File: config.mk
export PLATFORM = sky130hd
export DESIGN_NAME = feature_map_streamer
export DESIGN_NICKNAME = d
export VERILOG_FILES = /design/src/rtl/raster_counter.sv /design/src/rtl/feature_map_streamer.sv
export SDC_FILE = /design/constraint.sdc
export NUM_CORES = 1
export LEC_CHECK = 0
export BUFFER_PORTS_ARGS = -buffer_cell sky130_fd_sc_hd__buf_4
export CORE_MARGIN = 5
export CORE_UTILIZATION = 40
export DETAILED_ROUTE_END_ITERATION = 8
export PLACE_DENSITY = 0.68
export SLEW_MARGIN = 20
export SYNTH_ARGS = -nofsm -noshare
export SYNTH_HDL_FRONTEND = slang
export SYNTH_HIERARCHICAL = 1
export SYNTH_SLANG_ARGS = --single-unit
File: constraint.sdc
create_clock -name clk -period 2.8 [get_ports clk]
set_input_delay 0.14 -clock clk [delete_from_list [all_inputs] [get_ports clk]]
set_output_delay 0.14 -clock clk [all_outputs]
set_load 0.02 [all_outputs]
File: src/rtl/raster_counter.sv
// Row/column/linear-index raster counter with clear and enable.
// Reusable by the line-buffer controllers that walk the same raster order.
module raster_counter #(
  parameter int unsigned COLS  = 5,
  parameter int unsigned ROWS  = 5,
  parameter int unsigned IDX_W = 10
) (
  input  logic             clk,
  input  logic             rst,
  input  logic             clr_i,
  input  logic             en_i,
  output logic [IDX_W-1:0] idx_o,
  output logic             first_c_o,
  output logic             last_c_o
);

  localparam int unsigned CW = (COLS > 1) ? $clog2(COLS) : 1;
  localparam int unsigned RW = (ROWS > 1) ? $clog2(ROWS) : 1;

  logic [CW-1:0]    col_q, col_d;
  logic [RW-1:0]    row_q, row_d;
  logic [IDX_W-1:0] idx_q, idx_d;

  always_comb begin
    col_d = col_q;
    row_d = row_q;
    idx_d = idx_q;
    if (clr_i) begin
      col_d = '0;
      row_d = '0;
      idx_d = '0;
    end else if (en_i) begin
      idx_d = idx_q + IDX_W'(1);
      if (col_q == CW'(COLS - 1)) begin
        col_d = '0;
        row_d = (row_q == RW'(ROWS - 1)) ? '0 : row_q + RW'(1);
      end else begin
        col_d = col_q + CW'(1);
      end
    end
  end

  always_ff @(posedge clk) begin
    if (rst) begin
      col_q <= '0;
      row_q <= '0;
      idx_q <= '0;
    end else begin
      col_q <= col_d;
      row_q <= row_d;
      idx_q <= idx_d;
    end
  end

  assign idx_o     = idx_q;
  assign first_c_o = (col_q == '0) && (row_q == '0);
  assign last_c_o  = (col_q == CW'(COLS - 1)) && (row_q == RW'(ROWS - 1));

endmodule

File: src/rtl/feature_map_streamer.sv
// Reads a stored feature map from on-chip memory and emits it as a raster
// pixel stream (data, valid, sof/eof) for the sliding-window line buffers.
module feature_map_streamer #(
  parameter int unsigned data_width = 16,
  parameter int unsigned input_x    = 5,
  parameter int unsigned input_y    = 5,
  parameter int unsigned addr_width = 10
) (
  input  logic                  clk,
  input  logic                  rst,
  input  logic                  start,
  input  logic [addr_width-1:0] base_addr,
  input  logic                  stall,
  output logic                  mem_rd_en,
  output logic [addr_width-1:0] mem_addr,
  input  logic [data_width-1:0] mem_rd_data,
  output logic [data_width-1:0] data_out,
  output logic                  output_valid,
  output logic                  sof,
  output logic                  eof,
  output logic                  busy,
  output logic                  done
);

  localparam logic [1:0] S_IDLE  = 2'd0;
  localparam logic [1:0] S_ISSUE = 2'd1;
  localparam logic [1:0] S_DRAIN = 2'd2;

  logic [1:0]            state_q, state_d;
  logic [addr_width-1:0] base_q, base_d;
  logic [addr_width-1:0] idx;
  logic                  accept_c, issue_c, first_c, last_c;
  logic                  busy_q, busy_d;
  logic                  v1_q, sof1_q, eof1_q;
  logic                  valid_q, sof_q, eof_q;
  logic [data_width-1:0] data_q;

  raster_counter #(
    .COLS  (input_x),
    .ROWS  (input_y),
    .IDX_W (addr_width)
  ) u_raster (
    .clk       (clk),
    .rst       (rst),
    .clr_i     (accept_c),
    .en_i      (issue_c),
    .idx_o     (idx),
    .first_c_o (first_c),
    .last_c_o  (last_c)
  );

  // DRAIN leaves on the registered eof so busy stays high through the eof cycle.
  always_comb begin
    state_d  = state_q;
    base_d   = base_q;
    accept_c = 1'b0;
    issue_c  = 1'b0;
    case (state_q)
      S_IDLE: begin
        if (start) begin
          accept_c = 1'b1;
          base_d   = base_addr;
          state_d  = S_ISSUE;
        end
      end
      S_ISSUE: begin
        if (!stall) begin
          issue_c = 1'b1;
          if (last_c) state_d = S_DRAIN;
        end
      end
      S_DRAIN: begin
        if (eof_q) state_d = S_IDLE;
      end
      default: state_d = S_IDLE;
    endcase
    busy_d = (state_d != S_IDLE);
  end

  always_ff @(posedge clk) begin
    if (rst) begin
      state_q <= S_IDLE;
      base_q  <= '0;
      busy_q  <= 1'b0;
      v1_q    <= 1'b0;
      sof1_q  <= 1'b0;
      eof1_q  <= 1'b0;
      valid_q <= 1'b0;
      sof_q   <= 1'b0;
      eof_q   <= 1'b0;
      data_q  <= '0;
    end else begin
      state_q <= state_d;
      base_q  <= base_d;
      busy_q  <= busy_d;
      v1_q    <= issue_c;
      sof1_q  <= issue_c & first_c;
      eof1_q  <= issue_c & last_c;
      valid_q <= v1_q;
      sof_q   <= sof1_q;
      eof_q   <= eof1_q;
      if (v1_q) data_q <= mem_rd_data;
    end
  end

  // The read strobe is combinational so memory data lands one cycle after issue.
  assign mem_rd_en    = issue_c;
  assign mem_addr     = issue_c ? base_q + idx : '0;
  assign data_out     = data_q;
  assign output_valid = valid_q;
  assign sof          = sof_q;
  assign eof          = eof_q;
  assign done         = eof_q;
  assign busy         = busy_q;

endmodule

==> results.md <==
* Busiest grt layer: met2
* DRC at 0
* Vias in the first global route at 1,868
* Met1 Resource Use GR at between 10% and 20%
* Synth Warn # at 6
* CTS root buffer: clkbuf_8
* Fin Clk Skew at 0.00718 ns
* Grt met3 use at 3.78%
* Outcome: complete, no violations
* CP max FO at 4
* Synth Flop Type: dfxtp_1
* DR pass1 iterations at 4
* Remaining antenna violation count at 0
* Initial Utilization at about two fifths
* Setup crit start kind: flop
* Critical Path End Type: output port
* First-pass GRT wire length at 8670 um
* Critical path's top delay family: compound AO/OA/AOI/OAI gates
* Site Rows at 28
* RSZ-0062 raised after global routing: no
* EDFF count, synth at 0
* Async SR Flop Fraction at 0%
* Setup CP Type: flop to output port
* Gpl congestion at 0.819
* Clk slew on worst S/H paths at about 0.090 ns
* # fillers at 542
* H-tree depth reported by CTS at 2
* Mapped Nets at 315
* Met2 usage at 25.1%
* Pin count of the biggest net entering global routing at 34
* Leakage at 1.26 nW
* Cell Area, Synth at 2380 sq um
* Slowest CP cell: dfxtp_1
* Hold Fails Final Rpt at 0
* Flops & latches, synth at 51
* Hpwl dp at 3950 um
* Internal power at 1.17 mW
* WP depth at 9
* Comb power frac at 9.4%
* Hold_buf cts at 0
* Initial antenna violation count at 0
* Unique masters post-synth at 45
* Slew HR at between 30% and 40%
* ANT cells at 0
* Crit-path max cell delay at 0.38 ns
* Psw at 0.327 mW
* Wire per inst at about 13 um
* Avg Inst Size Synth at ~9 sq um
* Switch share at 21.9%
* GRT overflow at 0
* CTS Buf Count at 5
* Width of the die at 87.2 um
* Crit path cell chain: ha_1 > inv_1 > fa_1 > nor2b_4 > o31a_1 > o41a_1 > o21ai_1 > nor3b_2 > buf_4
* Core ar. at 5850 sq um
* Initial DRC Count at 71
* Worst skew pair latency at 0.30 ns
* Worst EP arrival at 2.35 ns
* Clk pwr share at 39.8%
* Max clock buf depth at 2
* Total track usage at 14.4%
* Most common cell after layout, fill and taps aside: buf_4
* Vias per cell at 4.88
* Clk sinks at 51
* R2R depth at 5
* Reg power frac at 50.8%
* Max Slew Vio Count at 0
* Total power at ~1.5 mW
* Layout overhead on the synthesized area at 26.2%
* Worst EP required at between 2 and 3 ns
* Total Nets Final at 371
* TritonCTS clock tree: built
* Placed cell area at 2880 sq um
* Post-CTS setup buffers at 0
* I/O pin count at 62
* DR vias at 1,961
* Period utilization at 88.9%
* Worst Hold Class: input pin to flop
* Max cap viols at 0
* Peak supply drop at 0.397 mV
* Buf+Inv Stages, Crit Path at 2
* Most frequent cells in the layout: buf_4, dfxtp_1, nand2_1, nor2_1, a21oi_1
* Die ar. at 7610 sq um
* Final setup viols at 0
* DIE HEIGHT at 87.2 um
* Post-route cell area at 3010 sq um
* # resized after CTS at 0
* DRT Wirelength at ~5100 um
* Fmax at 0.402 GHz
* Worst Tran Pin Value at approximately 0.96 ns
* Min cycle time layout at 2.49 ns
* Worst reg2reg setup slack at roughly 0.64 ns
* PD cells at 498 nW/um^2
* Worst Hold Path Cells at 3
* DP Cell Count at 394
* Post-Synthesis Cells at between 200 and 300
* I/O Buffers at 61
* Post-synthesis sequential area ratio at 42.8%
* Ratio of cells with drive above 1 in the final layout at a little under a quarter
* Finished Layout Cells at around 400
* Setup TNS at 0 ns
-- Yosys cell counts, drive strengths merged, types with 2 or more instances --
master / n / area, sq um
xor2: 5 / 43.8
o31ai: 2 / 15.0
nand4: 4 / 40.0
ha: 14 / 175
a211oi: 2 / 15.0
or3: 4 / 25.0
buf: 5 / 32.5
or2: 2 / 12.5
nand3: 4 / 25.0
nand2: 35 / 131
dfxtp: 51 / 1020
a21oi: 26 / 134
o21ai: 9 / 45.0
a21o: 3 / 23.8
and2: 3 / 18.8
nor2b: 5 / 38.8
nor3b: 2 / 20.0
mux2i: 19 / 190
nor2: 33 / 124
xnor2: 4 / 35.0
o21a: 3 / 23.8
inv: 11 / 41.3
nor3: 7 / 35.0
clkbuf: 7 / 26.3
or4: 2 / 15.0
-- final cells by class --
cell class	instances	area [sq um]	area share (%)
clock inverters	2	60.1	2.00
repair buffers	61	458	15.2
inverters	11	41.3	1.37
multi-input cells	196	1260	42.0
flip-flops and latches	51	1020	33.9
clock buffers	6	72.6	2.41
well taps	75	93.8	3.12
-- sequential cells by signal, summed over array words and instances (netlist names) --
register        count
v1_q                1
sof                 1
sof1_q              1
output_valid        1
busy                1
u_raster/col_q      3
done                1
u_raster/idx_o     10
base_q             10
eof1_q              1
state_q             2
u_raster/row_q      3
data_out           16
-- power by group through the flow --
stage | Sequential (mW) | Combinational [mW] | Clock [mW]
after floorplan | 0.781 | 0.0767 | 0
after global placement | 0.778 | 0.140 | 0
after detailed placement | 0.778 | 0.143 | 0
after CTS | 0.761 | 0.143 | 0.618
after global routing | 0.764 | 0.157 | 0.655
final | 0.761 | 0.141 | 0.596
-- path summary, 6_finish.rpt --
kind | start | to
worst min register to register | sof1_q | sof
worst max register to register | state_q[0] | u_raster/idx_o[9]
worst max-delay path | u_raster/idx_o[0] | mem_addr[8]
worst min-delay path | mem_rd_data[5] | data_out[5]
-- metal layers --
| layer | vias to the layer above | wire, um |
|---|---|---|
| met4 | 0 | 99 |
| met3 | 9 | 250 |
| met1 | 888 | 2290 |
| met2 | 36 | 2510 |
| met5 | - | 0 |
| li1 | 1028 | - |
-- metrics by stage --
| stage | setup WS [ns] | util [%] | hold slack [ns] |
|---|---|---|---|
| 6_report | 0.311 | 51.5 | 0.0659 |
| 5_1_grt | 0.125 | 51.5 | 0.0634 |
| 4_1_cts | 0.286 | 51.5 | 0.0547 |
| 3_5_place_dp | 0.653 | 49.2 | 0.383 |
| 3_3_place_gp | 0.709 | 49.2 | 0.372 |
| 2_1_floorplan | 0.667 | - | 0.220 |
-- kinds of logic after synthesis --
logic type	Yosys count	synth area share, %
adder cells (fa/ha/maj)	15	8.18
flip-flops	51	42.8
XOR/XNOR	9	3.31
buffers and inverters	23	4.20
AND/OR/NAND/NOR	106	21.9
multiplexers	19	7.97
AO/OA/AOI/OAI	47	11.6
-- worst min-delay path, delay by kind of cell --
kind	cells	cell delay, ns
multiplexers	1	0.05
buffers and inverters	1	0.08
AND/OR/NAND/NOR	1	0.07
No activity file was read; power rests on OpenSTA's default activity.
